--- src/rtl/crossbar_readout_pkg.sv ---
// crossbar_pkg: shared types and constants for the crossbar readout block.
//   state_t : readout FSM states (IDLE, SEND, DONE)
//   NREG    : number of crossbar registers (fixed at 4)
//   IDX_W   : width of a register index
//   idx_t   : register index type (0 = R1 ... 3 = R4)
package crossbar_pkg;

  localparam int NREG  = 4;
  localparam int IDX_W = 2;

  typedef logic [IDX_W-1:0] idx_t;

  typedef enum logic [1:0] {
    IDLE = 2'd0,
    SEND = 2'd1,
    DONE = 2'd2
  } state_t;

endpackage

--- src/rtl/crossbar_readout_prio_enc4.sv ---
// prio_enc4: combinational priority encoder, lowest-numbered set bit wins.
// Ports:
//   mask : 4-bit request mask, bit 0 = R1
//   idx  : index of the lowest set bit (0 when mask is empty)
//   any  : high when at least one mask bit is set
module prio_enc4
  import crossbar_pkg::*;
(
  input  logic [3:0] mask,
  output idx_t       idx,
  output logic       any
);

  always_comb begin
    idx = '0;
    if (mask[0])      idx = 2'd0;
    else if (mask[1]) idx = 2'd1;
    else if (mask[2]) idx = 2'd2;
    else if (mask[3]) idx = 2'd3;
  end

  assign any = |mask;

endmodule

--- src/rtl/crossbar_readout.sv ---
// crossbar_readout: snapshots R1..R4 on Start and streams the registers
// selected by RoutExt onto DataOut with a valid/ready handshake, R1 first.
// Optional macro CROSSBAR_READOUT_TAG_EN adds the Tag output (register index
// of the word on DataOut, 0 when Valid is low).
// Ports:
//   Clock, Reset      : rising-edge clock, synchronous active-high reset
//   Start, RoutExt    : readout request and register select mask ([1] = R1)
//   R1..R4            : crossbar register contents
//   DataOut, Valid    : output word and its valid flag
//   Ready             : consumer accept
//   Busy, Done        : high in SEND/DONE; one-cycle end-of-readout pulse
//   Tag (optional)    : register index of DataOut
module crossbar_readout
  import crossbar_pkg::*;
#(
  parameter int WIDTH = 8
) (
  input  logic             Clock,
  input  logic             Reset,
  input  logic             Start,
  input  logic [1:4]       RoutExt,
  input  logic [WIDTH-1:0] R1,
  input  logic [WIDTH-1:0] R2,
  input  logic [WIDTH-1:0] R3,
  input  logic [WIDTH-1:0] R4,
  output logic [WIDTH-1:0] DataOut,
  output logic             Valid,
  input  logic             Ready,
  output logic             Busy,
  output logic             Done
`ifdef CROSSBAR_READOUT_TAG_EN
  ,
  output logic [IDX_W-1:0] Tag
`endif
);

  state_t           state;
  logic [WIDTH-1:0] snap [NREG];
  logic [3:0]       pend;

  // Internal masks are numbered from 0 so bit 0 is R1.
  logic [3:0]       ext_mask;
  logic [3:0]       pend_clr;
  idx_t             start_idx, cur_idx, nxt_idx;
  logic             start_any, cur_any, nxt_any;
  logic [WIDTH-1:0] start_word;

  assign ext_mask = {RoutExt[4], RoutExt[3], RoutExt[2], RoutExt[1]};
  assign pend_clr = pend & ~(4'b0001 << cur_idx);

  // First word is loaded straight from the inputs at the capture edge so the
  // registered DataOut is ready on the cycle after Start.
  prio_enc4 u_enc_start (.mask(ext_mask), .idx(start_idx), .any(start_any));
  prio_enc4 u_enc_cur   (.mask(pend),     .idx(cur_idx),   .any(cur_any));
  prio_enc4 u_enc_nxt   (.mask(pend_clr), .idx(nxt_idx),   .any(nxt_any));

  always_comb begin
    start_word = R1;
    case (start_idx)
      2'd0:    start_word = R1;
      2'd1:    start_word = R2;
      2'd2:    start_word = R3;
      default: start_word = R4;
    endcase
  end

  always_ff @(posedge Clock) begin
    if (Reset) begin
      state   <= IDLE;
      pend    <= '0;
      for (int i = 0; i < NREG; i++) snap[i] <= '0;
      Valid   <= 1'b0;
      Busy    <= 1'b0;
      Done    <= 1'b0;
      DataOut <= '0;
`ifdef CROSSBAR_READOUT_TAG_EN
      Tag     <= '0;
`endif
    end else begin
      case (state)
        IDLE: begin
          Done <= 1'b0;
          if (Start) begin
            Busy <= 1'b1;
            if (start_any) begin
              state   <= SEND;
              snap[0] <= R1;
              snap[1] <= R2;
              snap[2] <= R3;
              snap[3] <= R4;
              pend    <= ext_mask;
              Valid   <= 1'b1;
              DataOut <= start_word;
`ifdef CROSSBAR_READOUT_TAG_EN
              Tag     <= start_idx;
`endif
            end else begin
              state <= DONE;
              Done  <= 1'b1;
            end
          end
        end

        SEND: begin
          if (Ready && cur_any) begin
            pend <= pend_clr;
            if (nxt_any) begin
              DataOut <= snap[nxt_idx];
`ifdef CROSSBAR_READOUT_TAG_EN
              Tag     <= nxt_idx;
`endif
            end else begin
              state   <= DONE;
              Valid   <= 1'b0;
              DataOut <= '0;
              Done    <= 1'b1;
`ifdef CROSSBAR_READOUT_TAG_EN
              Tag     <= '0;
`endif
            end
          end
        end

        DONE: begin
          state <= IDLE;
          Busy  <= 1'b0;
          Done  <= 1'b0;
        end

        default: begin
          state   <= IDLE;
          Valid   <= 1'b0;
          Busy    <= 1'b0;
          Done    <= 1'b0;
          DataOut <= '0;
        end
      endcase
    end
  end

endmodule

--- config.mk ---
export PLATFORM = sky130hd
export DESIGN_NAME = crossbar_readout
export DESIGN_NICKNAME = d
export VERILOG_FILES = /design/src/rtl/crossbar_readout_pkg.sv /design/src/rtl/crossbar_readout_prio_enc4.sv /design/src/rtl/crossbar_readout.sv
export SDC_FILE = /design/constraint.sdc
export NUM_CORES = 1
export LEC_CHECK = 0
export BUFFER_PORTS_ARGS = -buffer_cell sky130_fd_sc_hd__buf_2
export CORE_MARGIN = 5
export CORE_UTILIZATION = 45
export CTS_CLUSTER_SIZE = 14
export DETAILED_ROUTE_END_ITERATION = 16
export GPL_TIMING_DRIVEN = 0
export PLACE_DENSITY = 0.7
export SLEW_MARGIN = 15
export SYNTH_ARGS = -nofsm -noshare
export SYNTH_HDL_FRONTEND = slang
export SYNTH_HIERARCHICAL = 1
export SYNTH_SLANG_ARGS = --single-unit
--- constraint.sdc ---
create_clock -name Clock -period 6.8 [get_ports Clock]
set_input_delay 0.34 -clock Clock [delete_from_list [all_inputs] [get_ports Clock]]
set_output_delay 0.34 -clock Clock [all_outputs]
set_load 0.01 [all_outputs]
# [Word level (Yosys, flattened, before mapping)]
# Memory sizes are Yosys's and may differ from the RTL's.
# Index checks and enable logic that the tools add are counted.
[word_totals] mem_bits_rw=32 word_cells=87 ff_bits=17 mem_count=1
[memory_table] name="snap" words=4 width=8 rd=1 rd_ports_with_merged_regs=0 write_ports=4 line_no="crossbar_readout.sv:38" text="logic [WIDTH-1:0] snap [NREG];"
[op_classes] shift=1 n_reduce_logical=13 eq_ne=8 n_mux=50 bitwise_logic=8
[ops] cell="2-to-1 mux 8 bit" n=8
[ops] cell="one-hot mux 8 bit (3 select lines)" n=2
[ops] cell="2-to-1 mux 2 bit" n=16
[ops] cell="2-to-1 mux 1 bit" n=16
[ops] cell="2-to-1 mux 4 bit" n=3
[ops] cell="OR reduction 4 bit" n=3
[ops] cell="!= test 2 bit (second input constant)" n=4
[ops] cell="one-hot mux 4 bit (2 select lines)" n=1
[ops] cell="AND reduction 4 bit" n=2
[ops] cell="AND reduction 5 bit" n=1
[ops] cell="AND 4 bit" n=1
[ops] cell="equality test 2 x 1 -> 1 bit (second input constant)" n=2
[ops] cell="equality test 2 bit (second input constant)" n=2
[ops] cell="zero test 2 bit" n=2
[ops] cell="NOT 4 bit" n=1
[ops] cell="OR 1 bit" n=4
[ops] cell="one-hot mux 1 bit (2 select lines)" n=2
[ops] cell="one-hot mux 2 bit (2 select lines)" n=1
[ops] cell="AND reduction 2 bit" n=2
[ops] cell="<< shifter 1 x 2 -> 4 bit (first input constant)" n=1
[ops] cell="one-hot mux 1 bit (3 select lines)" n=1
[ops] cell="AND reduction 3 bit" n=1
[ops] cell="NOT 1 bit" n=2
[ops] cell="nonzero test 2 bit" n=1
[ops] cell="logical AND 1 bit" n=1

# [Logic depth before layout (Yosys ltp)]
# An unclocked memory read counts as a cell.
[depth] ltp_word=15 depth_mapped=10 depth_no_buf=9

# [Hierarchy]
# Netlist, hierarchy kept.
[by_module_without_submodules] module="crossbar_readout" instances=1 area_each_um2=2348.5 cells_per_inst=168
[by_module_without_submodules] module="prio_enc4" instances=3 area_each_um2=35.0 cells_per_inst=7

# [Worst setup path before layout]
# OpenSTA, ideal clock, no wires.
[synth_path] path_type="register to register" start="reg pend[3]" end="reg DataOut[0]" arrival_time_ps=2155 setup_ps=122 path_buffers=1 path_stages_with_launch=10 required_ps=6678 slack_ps=4523 path_cell_list="dfxtp_1 -> nor2_1 -> nor3_1 -> a21boi_0 -> nand2b_1 -> a21oi_2 -> buf_6 -> mux4_2 -> nor2b_1 -> a221o_1"
[synth_between] elab_cells_between_ends=20
[synth_lines] element="start: declaration" line_no="crossbar_readout.sv:39" text="logic [3:0] pend;"
[synth_lines] element="start signal: assignment" line_no="crossbar_readout.sv:91" text="pend <= ext_mask;"
[synth_lines] element="start signal: assignment" line_no="crossbar_readout.sv:106" text="pend <= pend_clr;"
[synth_lines] element="2-to-1 mux 2 bit" line_no="crossbar_readout_prio_enc4.sv:19" text="else if (mask[3]) idx = 2'd3;"
[synth_lines] element="2-to-1 mux 2 bit" line_no="crossbar_readout_prio_enc4.sv:18" text="else if (mask[2]) idx = 2'd2;"
[synth_lines] element="2-to-1 mux 2 bit" line_no="crossbar_readout_prio_enc4.sv:17" text="else if (mask[1]) idx = 2'd1;"
[synth_lines] element="2-to-1 mux 2 bit" line_no="crossbar_readout_prio_enc4.sv:16" text="if (mask[0]) idx = 2'd0;"
[synth_lines] element="net cur_idx[1]" line_no="crossbar_readout.sv:44" text="idx_t start_idx, cur_idx, nxt_idx;"
[synth_lines] element="<< shifter 1 x 2 -> 4 bit" line_no="crossbar_readout.sv:49" text="assign pend_clr = pend & ~(4'b0001 << cur_idx);"
[synth_lines] element="NOT 4 bit" line_no="crossbar_readout.sv:49"
[synth_lines] element="AND 4 bit" line_no="crossbar_readout.sv:49"
[synth_lines] element="net pend_clr[2]" line_no="crossbar_readout.sv:43" text="logic [3:0] pend_clr;"
[synth_lines] element="2-to-1 mux 2 bit" line_no="crossbar_readout_prio_enc4.sv:18"
[synth_lines] element="2-to-1 mux 2 bit" line_no="crossbar_readout_prio_enc4.sv:17"
[synth_lines] element="2-to-1 mux 2 bit" line_no="crossbar_readout_prio_enc4.sv:16"
[synth_lines] element="net nxt_idx[0]" line_no="crossbar_readout.sv:44"
[synth_lines] element="memory read (4 x 8 bit)"
[synth_lines] element="2-to-1 mux 8 bit" line_no="crossbar_readout.sv:107" text="if (nxt_any) begin"
[synth_lines] element="2-to-1 mux 8 bit" line_no="crossbar_readout.sv:105" text="if (Ready && cur_any) begin"
[synth_lines] element="one-hot mux 8 bit (3 select lines)" line_no="crossbar_readout.sv:80" text="case (state)"
[synth_lines] element="end signal: assignment" line_no="crossbar_readout.sv:93" text="DataOut <= start_word;"
[synth_lines] element="end signal: assignment" line_no="crossbar_readout.sv:108" text="DataOut <= snap[nxt_idx];"
[synth_lines] element="end: declaration" line_no="crossbar_readout.sv:26" text="output logic [WIDTH-1:0] DataOut,"
# The timed path passes the listed nets, and every way through them passes these cells. The select of a mux whose other input is x is not followed.
# A chain may end at the register's enable or synchronous reset.

# [Worst setup path in the final report]
[layout_path] start="reg pend[1]" end="reg DataOut[4]"
[layout_between] elab_cells_between_ends=18
[layout_lines] element="2-to-1 mux 2 bit" line_no="crossbar_readout_prio_enc4.sv:17"
[layout_lines] element="2-to-1 mux 2 bit" line_no="crossbar_readout_prio_enc4.sv:16"
[layout_lines] element="net cur_idx[0]" line_no="crossbar_readout.sv:44"
[layout_lines] element="<< shifter 1 x 2 -> 4 bit" line_no="crossbar_readout.sv:49"
[layout_lines] element="NOT 4 bit" line_no="crossbar_readout.sv:49"
[layout_lines] element="AND 4 bit" line_no="crossbar_readout.sv:49"
[layout_lines] element="net pend_clr[2]" line_no="crossbar_readout.sv:43"
[layout_lines] element="2-to-1 mux 2 bit" line_no="crossbar_readout_prio_enc4.sv:18"
[layout_lines] element="2-to-1 mux 2 bit" line_no="crossbar_readout_prio_enc4.sv:17"
[layout_lines] element="2-to-1 mux 2 bit" line_no="crossbar_readout_prio_enc4.sv:16"
[layout_lines] element="net nxt_idx[1]" line_no="crossbar_readout.sv:44"
[layout_lines] element="memory read (4 x 8 bit)"
[layout_lines] element="2-to-1 mux 8 bit" line_no="crossbar_readout.sv:107"
[layout_lines] element="2-to-1 mux 8 bit" line_no="crossbar_readout.sv:105"
[layout_lines] element="one-hot mux 8 bit (3 select lines)" line_no="crossbar_readout.sv:80"
# The timed path passes the listed nets, and every way through them passes these cells. The select of a mux whose other input is x is not followed.

==> flow_summary.toml <==
[outcome]
status = "finished clean"

[hold_path]
hold_class = "in2reg"
hold_path_depth = 2
hold_path_startpoint = "R1[1]"
min_to = "snap[0][1]$_SDFFCE_PN0P_"

[synthesis]
syn-num-nets = 229
ys_top_cells_by_area = "edfxtp_1, mux4_2, dfxtp_1"
synth_cell_types = 31
yosysTopAreaCell = "edfxtp_1"
synthesis.area_um2 = 2454
synth-seq-cells = 49
ys_seq_area_share_pct = 53.03
yosys_warnings = 6
netlist_instances = 189
avgSynthCellArea_um2 = 12.98
yosys.area.top_type_share_pct = 39.16

[die]
floorplan.die.width_um = 83.84
io-pin-count = 51
initial_utilization_pct = 47.14
rows = 26
dieArea_um2 = 7029
coreArea_um2 = 5205
die_y_um = 83.84

[detailed_routing]
drt_iter0_markers = 113
via_per_inst = 5.315
postRouteAntennaNets = 0
route.detailed.drc = 0
dr.pass1.iters = 4
vias = 1685
routed_wl_um = 5068
wl_per_cell_um = 15.99

[clocking]
cts_setup_buffers = 0
clock_path_buffers = 2
cts.clk_slew.worst_paths_ps = 100
cts_tree = "built"
cts_buffers = 5
h-tree-depth = 2
cts_sinks = 49
cts_repair_resize_count = 0
cts_hold_buf = 0
root_buffer = "clkbuf_8"
clk_latency_ps = 310

[setup_path]
critPathLaunchType = "flop"
setup.worst_path.class = "reg2reg"
critPathRequiredTime_ps = 7000
cp.arrival_ps = 2820
reg2regPathDepth = 10
rr_endpoint = "DataOut[4]$_SDFFE_PP0P_"
endpoint_kind = "flop"
cp_max_fo = 8
r2r_start = "pend[1]$_SDFFE_PP0P_"
r2r_slack_ps = 4180

[cells_and_area]
diodes = 0
final_common_cell = "buf_2"
drive_above_1_share_pct = 34.82
area_growth_pct = 19.23
num-fill-cells = 463
layout_common_cells = "buf_2, and2_1, edfxtp_1"
final_nets = 286
postLayoutCellArea_um2 = 2925

[timing]
rsz0062_at_grt = "no"
slew_headroom_pct = 59.13
setup_tns_ps = 0
fmax_ghz = 0.3820
worstMarginPinSlew_ps = 613.0
finalMaxSlewViolations = 0
finClkSkew_ps = 11.21
period_share_pct = 38.50
setup_viol = 0
min_period_ps = 2618
hold_violations = 0

[global_routing]
grt.total_usage_pct = 15.08
grt_max_degree = 34
grt.overflow.total = 0
grt_pass1_wl_um = 8197
grt_pass1_vias = 1644
antenna_found_initial = 0

[placement]
dp.final_hpwl_um = 3641
io_buffer_count = 50
dpl-instance-area_um2 = 2791
gp_congestion = 0.8211

[pwr]
ir_drop_v = 0.0001422
leakagePower_nw = 1.164
powerDensity_nw_per_um2 = 270.4

[run]
cap_violations = 0
registers in the layout, indices dropped and copies added, names as in the netlist:
signal,cells
Busy,1
state,2
snap,32
Valid,1
DataOut,8
Done,1
pend,4
metrics by stage:
| stage | util [%] | total power, mW | setup slack (ps) | hold slack [ps] | std cells |
|---|---|---|---|---|---|
| global placement | 53.63 | 0.5463 | 4214 | 437.7 | 309 |
| detailed placement | 53.63 | 0.5508 | 4190 | 447.0 | 309 |
| global route | 56.20 | 0.8283 | 3925 | 310.7 | 317 |
| finish | 56.20 | 0.7911 | 4182 | 311.5 | 317 |
| floorplan | - | 0.5004 | 4523 | 476.1 | 189 |
| CTS | 56.20 | 0.7978 | 4171 | 304.0 | 317 |
where the power goes:
group	internal, mW	switching, mW	total, mW
clock network	0.146	0.102	0.248
registers	0.353	0.0149	0.368
logic	0.0891	0.0861	0.175
total	0.588	0.203	0.791
worst max-delay path: stages (launching register included):
cell and delay (ps):
dfxtp_1 440, inv_1 80, a21oi_2 160, inv_1 70, a21boi_0 320, nor2_1 120
nor3_1 140, buf_1 420, mux4_2 370, nor2b_1 140, a221o_1 250
Yosys cell counts:
cell type  instances
a21boi_0           2
or2_4              1
mux2i_1            4
mux4_2            16
and4bb_2           1
o21ai_0            1
nand2_1            5
nand4bb_4          1
inv_1              6
buf_6              2
nand3_1            1
a221o_1            8
nor2_4             1
nand2b_1           3
nor4_1             1
and2_1            32
buf_2              2
nand3b_1           2
o21a_1             3
a211oi_1           4
nor2b_1           10
a21oi_1            5
nor2_1            15
a21oi_2            3
clkbuf_1           3
buf_1              2
nor3_1             4
clkbuf_2           1
dfxtp_1           17
or3_1              1
edfxtp_1          32
how the worst max path moves through the flow:
stage                               startpoint                 endpoint  slack, ps  cells past startpoint
after CTS                 pend[2]$_SDFFE_PP0P_  DataOut[4]$_SDFFE_PP0P_       4170                     10
after floorplan           pend[3]$_SDFFE_PP0P_  DataOut[0]$_SDFFE_PP0P_       4520                      9
after detailed placement  pend[2]$_SDFFE_PP0P_  DataOut[7]$_SDFFE_PP0P_       4190                     10
after global placement    pend[2]$_SDFFE_PP0P_  DataOut[7]$_SDFFE_PP0P_       4210                     10
after global routing      pend[1]$_SDFFE_PP0P_  DataOut[4]$_SDFFE_PP0P_       3930                     10
final                     pend[1]$_SDFFE_PP0P_  DataOut[4]$_SDFFE_PP0P_       4180                     10
final cells by class:
class | instances | area [um2] | share of cell area [%]
Clock inverter | 3 | 65.06 | 2.224
Clock buffer | 5 | 68.82 | 2.352
Sequential cell | 49 | 1301 | 44.48
Multi-Input combinational cell | 124 | 1074 | 36.70
Tap cell | 70 | 87.58 | 2.994
Buffer | 10 | 56.30 | 1.925
Timing Repair Buffer | 50 | 250.2 | 8.554
Inverter | 6 | 22.52 | 0.7699
logic make-up after synthesis:
logic type	Yosys count	share of synthesized area [%]
buffers and inverters	16	3.212
AO/OA/AOI/OAI	26	8.312
flip-flops	49	53.03
multiplexers	20	16.32
AND/OR/NAND/NOR	78	19.12
metal layers:
metal / wire [um] / track usage [%] / share of wire (%) / vias to the layer above
met5: 0 / 0 / 0 / -
met4: 56 / 4.386 / 1.1 / 0
met3: 250 / 3.554 / 4.9 / 7
met2: 2596 / 24.95 / 51 / 48
met1: 2164 / 19.76 / 43 / 816
li1: - / - / - / 814
No activity file was read; power rests on OpenSTA's default activity.
